===== src/rtl/jtdsp16_sout_fifo.sv =====
// jtdsp16_sout_fifo
//   Serial output port with a word FIFO. The CPU pushes words, which are
//   shifted out on sdo under a generated ock. Every piece of state moves only
//   on the cen clock enable. The ock/old/ose/doen pins behave like the
//   single-buffer DSP16 SIO, so this block can stand in for it.
//
// Ports
//   clk, rst_n   system clock, asynchronous active-low reset
//   cen          clock enable; all state updates are gated by it
//   wr, din      write strobe and the word to enqueue
//   lsb_first    shift order, latched when a word is loaded (0 = MSB first)
//   doen         output enable; 0 freezes shifting while ock keeps running
//   ovf_clr      clears the sticky overflow flag
//   sdo, ock     serial data and serial clock
//   old          one-cycle pulse in the cycle a word moves into the shifter
//   ose          shifter empty (FSM idle)
//   obe, full    FIFO empty / FIFO full
//   level        number of words waiting in the FIFO
//   ovf          sticky flag: a write was dropped because the FIFO was full
module jtdsp16_sout_fifo #(
  parameter int DW = 16,
  parameter int AW = 2
) (
  input  logic          clk,
  input  logic          rst_n,
  input  logic          cen,
  input  logic          wr,
  input  logic [DW-1:0] din,
  input  logic          lsb_first,
  input  logic          doen,
  input  logic          ovf_clr,
  output logic          sdo,
  output logic          ock,
  output logic          old,
  output logic          ose,
  output logic          obe,
  output logic          full,
  output logic [AW:0]   level,
  output logic          ovf
);

  localparam int DEPTH = 1 << AW;
  localparam int CW    = $clog2(DW);

  typedef enum logic {IDLE, SHIFT} state_t;

  state_t        state_q, state_d;
  logic [DW-1:0] mem_q [DEPTH];
  logic [AW-1:0] wptr_q, rptr_q;
  logic [AW:0]   level_q, level_d;
  logic [DW-1:0] shift_q, shift_d;
  logic [CW-1:0] bitcnt_q, bitcnt_d;
  logic          lsbf_q, lsbf_d;
  logic          sdo_q, sdo_d;
  logic          ock_q;
  logic          ovf_q, ovf_d;
  logic          bit_tick, pop, push, drop;
  logic [DW-1:0] head;

  // A bit tick is the cen cycle in which ock is high; ock falls on it, so
  // sdo only changes on the falling edge of ock.
  assign bit_tick = cen & ock_q;
  assign head     = mem_q[rptr_q];
  assign obe      = (level_q == '0);
  assign full     = (level_q == (AW+1)'(DEPTH));

  // Shifter FSM. Pops are qualified by the registered obe, so a word pushed
  // into an empty FIFO cannot be popped in its own push cycle.
  always_comb begin
    state_d  = state_q;
    shift_d  = shift_q;
    bitcnt_d = bitcnt_q;
    lsbf_d   = lsbf_q;
    sdo_d    = sdo_q;
    pop      = 1'b0;
    if (bit_tick && doen) begin
      if (state_q == SHIFT && bitcnt_q != '0) begin
        shift_d  = lsbf_q ? (shift_q >> 1) : (shift_q << 1);
        sdo_d    = lsbf_q ? shift_q[1] : shift_q[DW-2];
        bitcnt_d = bitcnt_q - 1'b1;
      end else if (!obe) begin
        // Load from IDLE, or back-to-back reload after the last bit.
        pop      = 1'b1;
        shift_d  = head;
        lsbf_d   = lsb_first;
        bitcnt_d = CW'(DW-1);
        sdo_d    = lsb_first ? head[0] : head[DW-1];
        state_d  = SHIFT;
      end else if (state_q == SHIFT) begin
        state_d = IDLE;
        sdo_d   = 1'b0;
      end
    end
  end

  // FIFO bookkeeping: a full FIFO still accepts a write when it pops in the
  // same cycle; otherwise the write is dropped and flagged. A drop wins over
  // a simultaneous clear.
  always_comb begin
    push    = cen & wr & (~full | pop);
    drop    = cen & wr & full & ~pop;
    level_d = level_q;
    case ({push, pop})
      2'b10:   level_d = level_q + 1'b1;
      2'b01:   level_d = level_q - 1'b1;
      default: level_d = level_q;
    endcase
    ovf_d = ovf_q;
    if (drop)
      ovf_d = 1'b1;
    else if (cen && ovf_clr)
      ovf_d = 1'b0;
  end

  // Control and datapath registers; reset aborts any word in flight.
  always_ff @(posedge clk or negedge rst_n) begin
    if (!rst_n) begin
      state_q  <= IDLE;
      shift_q  <= '0;
      bitcnt_q <= '0;
      lsbf_q   <= 1'b0;
      sdo_q    <= 1'b0;
      ock_q    <= 1'b0;
      ovf_q    <= 1'b0;
      level_q  <= '0;
      wptr_q   <= '0;
      rptr_q   <= '0;
    end else if (cen) begin
      state_q  <= state_d;
      shift_q  <= shift_d;
      bitcnt_q <= bitcnt_d;
      lsbf_q   <= lsbf_d;
      sdo_q    <= sdo_d;
      ock_q    <= ~ock_q;
      ovf_q    <= ovf_d;
      level_q  <= level_d;
      if (push) wptr_q <= wptr_q + 1'b1;
      if (pop)  rptr_q <= rptr_q + 1'b1;
    end
  end

  // FIFO storage needs no reset: the cleared pointers make it empty.
  always_ff @(posedge clk) begin
    if (push) mem_q[wptr_q] <= din;
  end

  assign sdo   = sdo_q;
  assign ock   = ock_q;
  assign old   = pop;
  assign ose   = (state_q == IDLE);
  assign level = level_q;
  assign ovf   = ovf_q;

endmodule

===== config.mk =====
export PLATFORM = sky130hd
export DESIGN_NAME = jtdsp16_sout_fifo
export DESIGN_NICKNAME = d
export VERILOG_FILES = /design/src/rtl/jtdsp16_sout_fifo.sv
export SDC_FILE = /design/constraint.sdc
export NUM_CORES = 1
export LEC_CHECK = 0
export ABC_AREA = 1
export CAP_MARGIN = 5
export CORE_UTILIZATION = 52
export CTS_CLUSTER_DIAMETER = 80
export DETAILED_ROUTE_END_ITERATION = 6
export PLACE_DENSITY = 0.75
export SLEW_MARGIN = 0
export SYNTH_ARGS = -nofsm -noshare
export SYNTH_HDL_FRONTEND = slang
export SYNTH_SLANG_ARGS = --single-unit

===== constraint.sdc =====
create_clock -name clk -period 2.5 [get_ports clk]
set_clock_uncertainty 0.2 [all_clocks]
set_input_delay 0.375 -clock clk [delete_from_list [all_inputs] [get_ports clk]]
set_output_delay 0.375 -clock clk [all_outputs]
set_load 0.01 [all_outputs]

==> results.cfg <==
[outcome]
status = finished clean

[finish]
syn2layout_area_growth_pct = 16.6
diodes = 0
finalNonFillerCells = 536
drive_gt1_share_pct = 10.4
design_area_um2 = 4940
final_cell_mix = edfxtp_1, nand2_1, nor2_1, o21ai_0
nets = 458
fin_util_pct = 63.3
final_common_cell = edfxtp_1

[clock_tree]
htree_levels = 3
numCtsBuffers = 9
clk_latency_ns = 0.37
cts_root_buf = clkbuf_8
cts_resized = 1
path_clk_slew_ns = 0.10
cts_sinks = 96
tritoncts = built
ctsLongestPathBuffers = 2
holdBufCountCts = 0
post_cts_buffers = 0

[routing]
drc_errors = 0
drtIter0Drc = 255
viasPerCell = 5.35
postRouteAntennaNets = 0
wl_um = 8010
first_pass_iters = 5
avgRoutedWirePerCell_um = 14.9
vias = 2870

[placement]
place_area_um2 = 4710
place_inst = 520
gp_congestion = 0.755
place_hpwl_um = 5450
port_buffers = 32

[logic_synthesis]
synthSimpleGateAreaFrac_pct = 14.2
ys_ff_latch = 96
seq_area_frac_synth_pct = 64.2
syn-instance-count = 389
synth.mux.area_fraction_pct = 0
yosys_warnings = 0
syn_area_per_cell_um2 = 10.9
synth_cell_types = 31
netlist_area_um2 = 4240
synth-compound-area-share_pct = 12.2
synth_top_family_by_area = simple AND/OR/NAND/NOR gates
synthArstFlopShare_pct = 33.3
synth_nets = 418
synth_xor_area_share_pct = 1.24
synth_edf_count = 64
synthFlopType = edfxtp_1
synth_fa_ha_area_share_pct = 1.95

[global_route]
grt_pass1_vias = 2798
antenna_found_initial = 0
grt_max_degree = 35
overflow = 0
grt_pass1_wl_um = 13800
grt_use_total_pct = 21.6

[setup_path]
reg2reg_to = level[2]$_DFFE_PN0P_
path_max_fanout = 6
worstRegToRegCells = 10
crit_chain = inv_1 > nand3_2 > inv_2 > clkdlybuf4s50_1
cp-end-kind = primary output
critPathArrivalTime_ns = 1.75
start_kind = flop
crit_buf_inv = 3
slowest_delay_ns = 0.54
worst_r2r_startpoint = bitcnt_q[1]$_DFFE_PN0P_
r2r_slack_ns = 0.37
required_ns = 1.92
cp.depth = 4
critPathLaunch = level[2]$_DFFE_PN0P_
path_class = flop to primary output
cp-endpoint = obe
crit_family = buffers and inverters
crit_path_top_delay_cell = clkdlybuf4s50_1

[floorplan]
die_y_um = 92.3
die_x_um = 92.3
start_util_pct = 54.3
row_count = 32
dieArea_um2 = 8520
core_um2 = 7810
pin_count = 33

[min_path]
min_path_type = primary input to asynchronous set/reset pin

[timing]
setup_viol = 0
hold_viol = 0
finalCritPeriodShare_pct = 92.9
rsz0062_at_grt = false
final.min_clock_period_ns = 2.32
maxSlewHeadroom_pct = 70.2
fmax_mhz = 430
drv_slew = 0
worst_pin_slew_ns = 0.447
tns_ns = 0

[pwr]
leakagePower_uw = 0.00190
p_per_area_nw_per_um2 = 1110
vdd_drop_max_v = 0.000555

[job]
max_cap_violations = 0
-- cells by family after synthesis --
family,Yosys count
AND/OR/NAND/NOR,139
flip-flops,96
AO/OA/AOI/OAI,85
buffers and inverters,57
XOR/XNOR,6
adder cells (fa/ha/maj),6
-- metrics by stage --
stage	total power (uW)	hold slack, ns	worst slack, ns
2_1_floorplan	3750	-0.121	0.110
3_3_place_gp	4280	0.285	0.0790
3_5_place_dp	4340	0.287	0.0261
4_1_cts	5510	0.203	0.155
5_1_grt	5890	0.247	0.0765
6_report	5470	0.198	0.177
-- Yosys cell counts (2+ instances only) --
| cell | n | area [um^2] |
|---|---|---|
| a21oi_1 | 3 | 15.0 |
| buf_2 | 6 | 30.0 |
| buf_4 | 4 | 30.0 |
| buf_6 | 2 | 22.5 |
| clkbuf_1 | 5 | 18.8 |
| clkbuf_2 | 2 | 10.0 |
| dfrtp_1 | 32 | 801 |
| edfxtp_1 | 64 | 1920 |
| ha_1 | 5 | 62.6 |
| inv_1 | 32 | 120 |
| inv_2 | 4 | 15.0 |
| nand2_1 | 53 | 199 |
| nand3_1 | 25 | 125 |
| nand3_2 | 2 | 20.0 |
| nand4_1 | 4 | 25.0 |
| nor2_1 | 50 | 188 |
| nor3_1 | 2 | 10.0 |
| o211ai_1 | 28 | 210 |
| o21ai_0 | 46 | 230 |
| o21ai_1 | 5 | 25.0 |
| xor2_1 | 5 | 43.8 |
-- worst min-delay path by stage --
stage / startpoint / to / slack (ns) / cells past startpoint
global placement: ovf$_DFFE_PN0P_ / ovf$_DFFE_PN0P_ / 0.29 / 2
global route: rst_n / level[1]$_DFFE_PN0P_ / 0.25 / 2
detailed placement: shift_q[0]$_DFFE_PN0P_ / shift_q[0]$_DFFE_PN0P_ / 0.29 / 2
CTS: rst_n / level[1]$_DFFE_PN0P_ / 0.20 / 2
floorplan: rst_n / bitcnt_q[0]$_DFFE_PN0P_ / -0.12 / 0
finish: rst_n / level[1]$_DFFE_PN0P_ / 0.20 / 2
-- flip-flops by register name, summed over array words and instances (netlist names) --
name	flops
wptr_q	2
sdo	1
shift_q	16
bitcnt_q	4
mem_q	64
level	3
rptr_q	2
state_q	1
ock	1
ovf	1
lsbf_q	1
-- report_power, final --
group | leakage, uW | switching [uW] | internal [uW]
clock network | 0.000120 | 567 | 589
logic | 0.000811 | 1250 | 769
registers | 0.000971 | 238 | 2060
-- final cells by class --
cell class              count  area, um^2
well taps                 102         128
multi-input cells         236        1260
fillers                   636        2870
flip-flops and latches     96        2720
inverters                  38         149
repair buffers             48         452
clock buffers               9         124
clock inverters             7         111
-- layer usage --
| layer | vias to the layer above | GRT usage, % | wire length, um |
|---|---|---|---|
| met5 | - | 0 | 0 |
| met4 | 0 | 8.98 | 128 |
| met3 | 11 | 3.94 | 315 |
| met2 | 61 | 35.6 | 4000 |
| met1 | 1377 | 28.2 | 3570 |
| li1 | 1421 | - | - |
No activity file was read; power rests on OpenSTA's default activity.
